==> src/rtl/uart_comm_pkg.sv <==
// Shared constants, reply message builders and job field layout for the host link.
// Messages are 16-byte MSB-first buffers; len counts the valid leading bytes.
package uart_comm_pkg;

    localparam logic [7:0] MSG_INFO     = 8'h00;
    localparam logic [7:0] MSG_INVALID  = 8'h01;
    localparam logic [7:0] MSG_PUSH_JOB = 8'h02;
    localparam logic [7:0] MSG_NONCE    = 8'h03;

    localparam logic [7:0] PING = 8'h00;
    localparam logic [7:0] PONG = 8'h01;
    localparam logic [7:0] ACK  = 8'h01;

    localparam logic [63:0] INFO_PAYLOAD = 64'hDEADBEEF13370D13;

    localparam logic [7:0] INFO_LEN     = 8'd8;
    localparam logic [7:0] PUSH_JOB_LEN = 8'd60;

    localparam int NONCE_MAX_LSB = 0;
    localparam int NONCE_MIN_LSB = 32;
    localparam int WORK_DATA_LSB = 64;
    localparam int MIDSTATE_LSB  = 160;
    localparam int JOB_W         = 416;

    typedef enum logic [1:0] {
        RESP_PONG,
        RESP_ACK,
        RESP_INFO,
        RESP_INVALID
    } resp_t;

    typedef struct packed {
        logic [127:0] dat;
        logic [4:0]   len;
    } msg_t;

    function automatic msg_t resp_msg(input resp_t kind);
        msg_t m;
        m.dat = '0;
        m.len = 5'd1;
        case (kind)
            RESP_PONG: m.dat[127:120] = PONG;
            RESP_ACK:  m.dat[127:120] = ACK;
            RESP_INFO: begin
                m.dat = {8'h10, 16'h0000, MSG_INFO, INFO_PAYLOAD, 32'h0};
                m.len = 5'd16;
            end
            default: begin
                m.dat = {8'h08, 16'h0000, MSG_INVALID, 32'h0, 64'h0};
                m.len = 5'd8;
            end
        endcase
        return m;
    endfunction

    function automatic msg_t nonce_msg(input logic [31:0] nonce);
        msg_t m;
        m.dat = {8'h08, 16'h0000, MSG_NONCE, nonce, 64'h0};
        m.len = 5'd8;
        return m;
    endfunction

endpackage

==> src/rtl/uart_phy.sv <==
// 8N1 byte serializer/deserializer; rx_vld pulses one cycle after the stop-bit sample.
// tx_rdy is low while a byte is on the line; rx has no backpressure (bad stop bit drops the byte).
module uart_phy #(
    parameter int CLKS_PER_BIT = 16
) (
    input  logic       clk,
    input  logic       reset,
    input  logic       rx_serial,
    output logic       rx_vld,
    output logic [7:0] rx_dat,
    input  logic       tx_vld,
    output logic       tx_rdy,
    input  logic [7:0] tx_dat,
    output logic       tx_serial
);

    localparam int CW = $clog2(CLKS_PER_BIT) + 1;
    localparam logic [CW-1:0] HALF = CW'(CLKS_PER_BIT / 2 - 1);
    localparam logic [CW-1:0] FULL = CW'(CLKS_PER_BIT - 1);

    typedef enum logic [1:0] {RX_IDLE, RX_START, RX_DATA, RX_STOP} rx_state_t;

    rx_state_t     rx_state_q, rx_state_d;
    logic [CW-1:0] rx_cnt_q, rx_cnt_d;
    logic [2:0]    rx_bits_q, rx_bits_d;
    logic [7:0]    rx_shift_q, rx_shift_d;
    logic          rx_vld_d;
    logic          rx_meta_q, rx_sync_q, rx_prev_q;

    always_comb begin
        rx_state_d = rx_state_q;
        rx_cnt_d   = rx_cnt_q + CW'(1);
        rx_bits_d  = rx_bits_q;
        rx_shift_d = rx_shift_q;
        rx_vld_d   = 1'b0;
        case (rx_state_q)
            RX_IDLE: begin
                rx_cnt_d = '0;
                if (rx_prev_q && !rx_sync_q) rx_state_d = RX_START;
            end
            RX_START: if (rx_cnt_q == HALF) begin
                rx_cnt_d   = '0;
                rx_bits_d  = '0;
                rx_state_d = rx_sync_q ? RX_IDLE : RX_DATA;
            end
            RX_DATA: if (rx_cnt_q == FULL) begin
                rx_cnt_d   = '0;
                rx_shift_d = {rx_sync_q, rx_shift_q[7:1]};
                rx_bits_d  = rx_bits_q + 3'd1;
                if (rx_bits_q == 3'd7) rx_state_d = RX_STOP;
            end
            RX_STOP: if (rx_cnt_q == FULL) begin
                rx_vld_d   = rx_sync_q;
                rx_state_d = RX_IDLE;
            end
            default: rx_state_d = RX_IDLE;
        endcase
    end

    always_ff @(posedge clk) begin
        if (reset) begin
            rx_meta_q  <= 1'b1;
            rx_sync_q  <= 1'b1;
            rx_prev_q  <= 1'b1;
            rx_state_q <= RX_IDLE;
            rx_cnt_q   <= '0;
            rx_bits_q  <= '0;
            rx_shift_q <= '0;
            rx_vld     <= 1'b0;
        end else begin
            rx_meta_q  <= rx_serial;
            rx_sync_q  <= rx_meta_q;
            rx_prev_q  <= rx_sync_q;
            rx_state_q <= rx_state_d;
            rx_cnt_q   <= rx_cnt_d;
            rx_bits_q  <= rx_bits_d;
            rx_shift_q <= rx_shift_d;
            rx_vld     <= rx_vld_d;
        end
    end

    assign rx_dat = rx_shift_q;

    // tx_shift holds the data bits followed by the stop bit; start bit is driven on accept
    logic          tx_busy_q;
    logic [CW-1:0] tx_cnt_q;
    logic [3:0]    tx_left_q;
    logic [8:0]    tx_shift_q;

    always_ff @(posedge clk) begin
        if (reset) begin
            tx_busy_q  <= 1'b0;
            tx_serial  <= 1'b1;
            tx_cnt_q   <= '0;
            tx_left_q  <= '0;
            tx_shift_q <= '0;
        end else if (!tx_busy_q) begin
            if (tx_vld) begin
                tx_busy_q  <= 1'b1;
                tx_serial  <= 1'b0;
                tx_shift_q <= {1'b1, tx_dat};
                tx_left_q  <= 4'd9;
                tx_cnt_q   <= '0;
            end
        end else if (tx_cnt_q == FULL) begin
            tx_cnt_q <= '0;
            if (tx_left_q == 4'd0) begin
                tx_busy_q <= 1'b0;
            end else begin
                tx_serial  <= tx_shift_q[0];
                tx_shift_q <= {1'b0, tx_shift_q[8:1]};
                tx_left_q  <= tx_left_q - 4'd1;
            end
        end else begin
            tx_cnt_q <= tx_cnt_q + CW'(1);
        end
    end

    assign tx_rdy = !tx_busy_q;

endmodule

==> src/rtl/uart_comm.sv <==
// Host-link controller: frames/decodes UART commands, loads jobs, reports golden nonces.
// Reply starts <=4 cycles after the last stop-bit sample; one reply slot, newer command overwrites.
module uart_comm
    import uart_comm_pkg::*;
#(
    parameter int baud_rate    = 115200,
    parameter int sys_clk_freq = 100000000
) (
    input  logic         comm_clk,
    input  logic         reset,
    input  logic         rx_serial,
    output logic         tx_serial,
    input  logic         new_golden_nonce,
    input  logic [31:0]  golden_nonce,
    output logic         new_work,
    output logic [255:0] midstate,
    output logic [95:0]  work_data,
    output logic [31:0]  nonce_min,
    output logic [31:0]  nonce_max
);

    localparam int CLKS_PER_BIT = sys_clk_freq / baud_rate;

    logic       rx_vld;
    logic [7:0] rx_dat;
    logic       tx_vld;
    logic       tx_rdy;
    logic [7:0] tx_dat;

    uart_phy #(.CLKS_PER_BIT(CLKS_PER_BIT)) u_phy (
        .clk       (comm_clk),
        .reset     (reset),
        .rx_serial (rx_serial),
        .rx_vld    (rx_vld),
        .rx_dat    (rx_dat),
        .tx_vld    (tx_vld),
        .tx_rdy    (tx_rdy),
        .tx_dat    (tx_dat),
        .tx_serial (tx_serial)
    );

    typedef enum logic [1:0] {IDLE, HDR, PAYLOAD, EXEC} cmd_state_t;

    cmd_state_t       state_q, state_d;
    logic [7:0]       len_q, type_q, idx_q;
    logic [JOB_W-1:0] stage_q, job_q;
    logic             queue_vld, load_job;
    resp_t            queue_kind;

    function automatic logic len_ok(input logic [7:0] len);
        return (len[1:0] == 2'b00) && (len >= 8'd8) && (len <= 8'd60);
    endfunction

    always_comb begin
        state_d    = state_q;
        queue_vld  = 1'b0;
        queue_kind = RESP_INVALID;
        load_job   = 1'b0;
        case (state_q)
            IDLE: if (rx_vld) begin
                if (rx_dat == PING) begin
                    queue_vld  = 1'b1;
                    queue_kind = RESP_PONG;
                end else if (len_ok(rx_dat)) begin
                    state_d = HDR;
                end else begin
                    queue_vld = 1'b1;
                end
            end
            HDR:     if (rx_vld && idx_q == 8'd3) state_d = PAYLOAD;
            PAYLOAD: if (rx_vld && idx_q == len_q - 8'd1) state_d = EXEC;
            EXEC: begin
                state_d   = IDLE;
                queue_vld = 1'b1;
                if (type_q == MSG_PUSH_JOB && len_q == PUSH_JOB_LEN) begin
                    load_job   = 1'b1;
                    queue_kind = RESP_ACK;
                end else if (type_q == MSG_INFO && len_q == INFO_LEN) begin
                    queue_kind = RESP_INFO;
                end
            end
            default: state_d = IDLE;
        endcase
    end

    // Payload bytes enter at the MSB end so the first one ends up in bits [7:0]; CRC bytes are skipped
    always_ff @(posedge comm_clk) begin
        if (reset) begin
            state_q  <= IDLE;
            len_q    <= '0;
            type_q   <= '0;
            idx_q    <= '0;
            stage_q  <= '0;
            job_q    <= '0;
            new_work <= 1'b0;
        end else begin
            state_q  <= state_d;
            new_work <= load_job;
            if (rx_vld) begin
                if (state_q == IDLE) begin
                    len_q <= rx_dat;
                    idx_q <= 8'd1;
                end else begin
                    idx_q <= idx_q + 8'd1;
                    if (state_q == HDR && idx_q == 8'd3) type_q <= rx_dat;
                    if (state_q == PAYLOAD && idx_q < len_q - 8'd4)
                        stage_q <= {rx_dat, stage_q[JOB_W-1:8]};
                end
            end
            if (load_job) job_q <= stage_q;
        end
    end

    assign midstate  = job_q[JOB_W-1:MIDSTATE_LSB];
    assign work_data = job_q[MIDSTATE_LSB-1:WORK_DATA_LSB];
    assign nonce_min = job_q[WORK_DATA_LSB-1:NONCE_MIN_LSB];
    assign nonce_max = job_q[NONCE_MIN_LSB-1:NONCE_MAX_LSB];

    msg_t        slot_q, msg_q;
    logic        slot_pend_q, msg_active_q;
    logic        nonce_pend_q, gn_prev_q;
    logic [31:0] nonce_q;

    // Assignment order matters: a same-cycle load clears a pending flag before a new request re-sets it
    always_ff @(posedge comm_clk) begin
        if (reset) begin
            slot_q       <= '0;
            msg_q        <= '0;
            slot_pend_q  <= 1'b0;
            msg_active_q <= 1'b0;
            nonce_pend_q <= 1'b0;
            gn_prev_q    <= 1'b0;
            nonce_q      <= '0;
        end else begin
            if (msg_active_q) begin
                if (tx_rdy) begin
                    msg_q.dat <= {msg_q.dat[119:0], 8'h00};
                    msg_q.len <= msg_q.len - 5'd1;
                    if (msg_q.len == 5'd1) msg_active_q <= 1'b0;
                end
            end else if (slot_pend_q) begin
                msg_q        <= slot_q;
                msg_active_q <= 1'b1;
                slot_pend_q  <= 1'b0;
            end else if (nonce_pend_q) begin
                msg_q        <= nonce_msg(nonce_q);
                msg_active_q <= 1'b1;
                nonce_pend_q <= 1'b0;
            end
            if (queue_vld) begin
                slot_q      <= resp_msg(queue_kind);
                slot_pend_q <= 1'b1;
            end
            if (new_golden_nonce && !gn_prev_q) begin
                nonce_q      <= golden_nonce;
                nonce_pend_q <= 1'b1;
            end
            gn_prev_q <= new_golden_nonce;
        end
    end

    assign tx_vld = msg_active_q;
    assign tx_dat = msg_q.dat[127:120];

endmodule

==> config.mk <==
export PLATFORM = sky130hd
export DESIGN_NAME = uart_comm
export DESIGN_NICKNAME = d
export VERILOG_FILES = /design/src/rtl/uart_comm_pkg.sv /design/src/rtl/uart_phy.sv /design/src/rtl/uart_comm.sv
export SDC_FILE = /design/constraint.sdc
export NUM_CORES = 2
export LEC_CHECK = 0
export ABC_AREA = 1
export CORE_MARGIN = 8
export CORE_UTILIZATION = 50
export DETAILED_ROUTE_END_ITERATION = 6
export PLACE_DENSITY = 0.75
export SLEW_MARGIN = 20
export SYNTH_ARGS = -nofsm -noshare
export SYNTH_HDL_FRONTEND = slang
export SYNTH_SLANG_ARGS = --single-unit
==> constraint.sdc <==
create_clock -name comm_clk -period 2.56 [get_ports comm_clk]
set_input_delay 0.512 -clock comm_clk [delete_from_list [all_inputs] [get_ports comm_clk]]
set_output_delay 0.512 -clock comm_clk [all_outputs]
set_load 0.05 [all_outputs]
==> results list <==
- The cell sitting at the root of the clock tree is a clkbuf_16.
- Entering global routing, the biggest net connects 203 pins.
- Total wire length after detailed routing: 112,000 microns
* Cell type group with the largest total delay on the critical path: buffers and inverters
* Vertical die dimension: 300 microns
- Detailed placement HPWL: 70,300 microns
- Startpoint class of the critical path: register
- Counting both buffers and inverters, the worst setup path holds a total of 6.
- Average cell area after synthesis: 7.74 sq um
- Leakage power total: 0.0186 uW
* Total track usage: 0.227
* Pin slew with the least headroom to its limit: 1.01 ns
- Number of synthesized flops with an enable pin: 0
* Wire length of the first global-routing pass: 171,000 microns
- Post-layout worst setup margin: -0.144 ns
- Detailed-route via count: 35,000
* Endpoints failing hold: 0
- Final Max Tran Viols: 0
- Register-to-register setup slack: -0.14 ns
- Once layout is complete, the utilization of the core stands at 0.634.
- RD Place Congestion: 0.857
- Yosys top cell area share: 0.511
- Type of the setup path with the least slack: register to register
- The first TritonRoute pass finished after 5 iterations.
* Share of cells above drive strength 1: 0.0683
* Clock latency reported for the late side of the worst-skew pair: 0.66 ns
- After detailed routing, the number of vias per cell comes to 5.23.
- Number of core rows: 104
- Setup repair after global routing could not meet its margin everywhere.
- The critical path crosses 16 cells after its start point.
- Summing every instance area after synthesis gives 40,300 sq um.
- Period utilisation layout: 1.06
- Core Region: 80,200 sq um
* Yosys reg bits: 1,030
- Clock-pin slew was measured on the worst setup and hold paths at 0.06 ns.
* Pwr/cell area: 664 nW/um^2
- Reg-to-Reg Start: len_q[2]$_SDFFE_PP0P_
* Violated checks: negative setup slack
- Upper clock frequency limit: 370 MHz
* Share of synthesized area occupied by flip-flops and latches: 0.511
- In this run the tightest slew margin relative to its limit is 0.328.
- Distinct cells, synth: 37
- On the final layout, the worst hold slack is 0.391 ns.
- Clock skew on the completed layout was measured at 0.0415 ns.
* Hold-fix buffer count after cts: 0
- Setup violations remaining at the end of the flow were counted as 414.
* FFs w/ async S/R, synth: 0
- Critical R2R Capture: stage_q[85]$_SDFFE_PP0P_
- For this run the aggregate overflow at the end of global routing stands at 0.
- Number of nets in the final layout: 5,619
- When the netlist entered floorplanning its net count stood at 5,275.
- Post-synthesis cell type with the largest combined area: dfxtp_1
- The smallest clock period supported by the final layout is computed as 2.70 ns.
- Data on the critical path is required at its endpoint by 3.11 ns.
- Number of antenna violations at the first check in global routing: 0
- Yosys warning count: 0
- Worst path slowest cell: dfxtp_1
- Maximum ir drop on the vdd rail: 0.662 mV
- Worst Reg-to-Reg Cells: 16
* Clock tree from TritonCTS: built
- Number of design-rule violations left by the first detailed-router iteration: 3,000
* Classification of the worst-slack hold path: input pin to register
* Port Buffers: 453
- 454 I/O pins were placed.
- Sum of internal, switching and leakage power: 33,800 uW
- Number of clock sinks: 1,030
* Worst path cell trace: inv_2 -> buf_4 -> nand2_2 -> xor2_2 -> ha_1 -> a21oi_2 -> o21a_1 -> nand3_2 -> buf_6 -> nor2_4 -> buf_6 -> clkbuf_16 -> clkbuf_16 -> nand3b_1 -> nand2_1 -> nor2_1
* Total inserted antenna cells: 0
- The number of clock buffers added by TritonCTS is 105.
* Synthesized netlist cell count: 5,208
* Outcome: finished with violations
- WL/cell: 16.8 microns
- Largest fanout on the critical path: 8
* Die footprint: 90,000 sq um
- Via count of the first global-routing pass: 32,300
- The most used flip-flop cell after synthesis is dfxtp_1.
- The worst setup path is captured at a register.
* Dominant cells by area after synthesis: dfxtp_1, nor2_1, nand3b_1, a21oi_1, o21ai_0
- From synthesis to final layout, the design area changed by 26.1%.
- Number of antenna-violating nets in the routed design: 0
- After detailed routing, the number of remaining DRC violations is 0.
- Critical Path Start: len_q[2]$_SDFFE_PP0P_
- No sink is reached through more buffers than the 3 on the longest clock path.
* Die outline width: 300 microns
* Delay contributed by the slowest stage of the critical path: 0.32 ns
- The initial utilization of the core area, before any placement, comes to 0.503.
- The H-tree was split into 3 levels.
- For the worst setup path, the data arrival time is 3.26 ns.
- Following the worst setup path forward leads to its endpoint at stage_q[85]$_SDFFE_PP0P_.
- Max-cap violations in this run came to 0.
## area by class of cell
cell class,instances,area (sq um)
repair buffers,623,7160
clock buffers,143,3020
inverters,505,1900
multi-input cells,3287,16100
well taps,1060,1330
clock inverters,47,727
fillers,6839,29300
flip-flops and latches,1030,20600
## report_power, final
part / leakage, uW / total [uW] / switching (uW) / internal [uW]
clock: 0.00183 / 16300 / 6480 / 9810
sequential: 0.00831 / 16300 / 96.3 / 16200
combinational: 0.00843 / 1180 / 786 / 396
total: 0.0186 / 33800 / 7360 / 26400
## repair_timing
item | 4_1_cts | 5_1_grt
cloned | 4 | 34
pin swaps | 4 | 20
buffers inserted | 10 | 6
setup endpoints to repair | 191 | 416
gates resized for setup | 18 | 47
## state kept, by name (all words and copies together), names as in the netlist, 2 cells and up, named ones only
| name | count |
|---|---|
| nonce_q | 32 |
| state_q | 2 |
| u_phy.rx_dat | 8 |
| msg_q | 78 |
| u_phy.rx_cnt_q | 11 |
| u_phy.tx_shift_q | 9 |
| type_q | 8 |
| u_phy.tx_cnt_q | 11 |
| stage_q | 416 |
| idx_q | 8 |
| u_phy.rx_bits_q | 3 |
| u_phy.tx_left_q | 4 |
| job_q | 416 |
| slot_q | 3 |
| len_q | 8 |
## through the flow
stage / setup slack, ns / std cells / TNS (ns) / instance area, sq um
floorplan: 0.142 / 5208 / 0 / 40300
CTS: -0.0290 / 6656 / -0.296 / 49800
finish: -0.144 / 6695 / -32.30 / 50800
global route: -0.319 / 6695 / -111.01 / 50800
detailed placement: -0.0618 / 6452 / -4.24 / 45800
global placement: 0.0127 / 6452 / 0 / 45800
## worst register-to-register path, delay by kind of cell (launching register included)
family,cells,cell delay (ns)
buffers and inverters,6,0.96
and+or+nand+nor,6,0.59
DFF,1,0.32
adders and majority gates,1,0.32
AOI/OAI and AO/OA,2,0.27
xor gates and xnor gates,1,0.16
## metal layers
metal | vias to the layer above | wire (microns) | track usage
met1 | 16400 | 47300 | 0.290
li1 | 17400 | - | -
met3 | 194 | 6810 | 0.0385
met2 | 967 | 54800 | 0.387
met5 | - | 0 | 0
met4 | 0 | 3310 | 0.0744
## how the worst min path moves through the flow
stage | start | end | slack (ns) | cells after the start
after detailed placement | u_phy.rx_meta_q$_SDFF_PP1_ | u_phy.rx_sync_q$_SDFF_PP1_ | 0.40 | 1
after global routing | new_golden_nonce | gn_prev_q$_SDFF_PP0_ | 0.39 | 3
after global placement | u_phy.rx_meta_q$_SDFF_PP1_ | u_phy.rx_sync_q$_SDFF_PP1_ | 0.39 | 1
after CTS | new_golden_nonce | gn_prev_q$_SDFF_PP0_ | 0.36 | 3
final | reset | stage_q[411]$_SDFFE_PP0P_ | 0.39 | 4
after floorplan | u_phy.rx_meta_q$_SDFF_PP1_ | u_phy.rx_sync_q$_SDFF_PP1_ | 0.39 | 1
## placed cells by master (no fill, tap or decap), types with 5 or more instances in the layout
cell type,instances
bufinv_16,15
nand3_1,52
nor2_1,966
clkdlybuf4s50_1,452
clkinv_2,19
inv_1,495
nand2_2,5
buf_8,7
nand3b_1,410
a221oi_1,22
nor3_1,13
a31oi_1,14
clkbuf_16,133
clkinvlp_4,6
a211oi_1,7
clkbuf_8,21
xor2_1,7
dfxtp_1,1027
nor2_2,6
buf_4,72
buf_16,15
ha_1,29
buf_6,12
clkbuf_1,15
nand4_1,12
buf_12,36
o21ai_0,502
a21oi_1,556
o21ai_1,40
a22oi_1,8
inv_2,7
nand2_1,607
## Yosys cell counts (3+ instances only)
| cell type | number |
|---|---|
| nor2_1 | 971 |
| ha_1 | 31 |
| a21oi_1 | 558 |
| inv_1 | 498 |
| inv_2 | 5 |
| clkbuf_1 | 175 |
| a31oi_1 | 14 |
| a211oi_1 | 7 |
| buf_1 | 41 |
| nand2_1 | 611 |
| buf_6 | 3 |
| nor3_2 | 4 |
| nor2_2 | 3 |
| o21ai_0 | 502 |
| nand3_1 | 54 |
| a221oi_1 | 22 |
| a22oi_1 | 8 |
| buf_4 | 55 |
| nand3b_1 | 410 |
| o21ai_1 | 40 |
| xnor2_1 | 4 |
| buf_2 | 112 |
| dfxtp_1 | 1030 |
| nand4_1 | 12 |
| or2_2 | 4 |
| nor3_1 | 13 |
| xor2_1 | 8 |
## kinds of logic after synthesis
logic type      Yosys count  share of synthesized area
buf+inv                 891                     0.0921
compound gates         1157                      0.147
simple gates           2087                      0.237
flops                  1030                      0.511
xor+xnor                 12                    0.00261
fa+ha+maj                31                    0.00962
No activity file was read; power rests on OpenSTA's default activity.
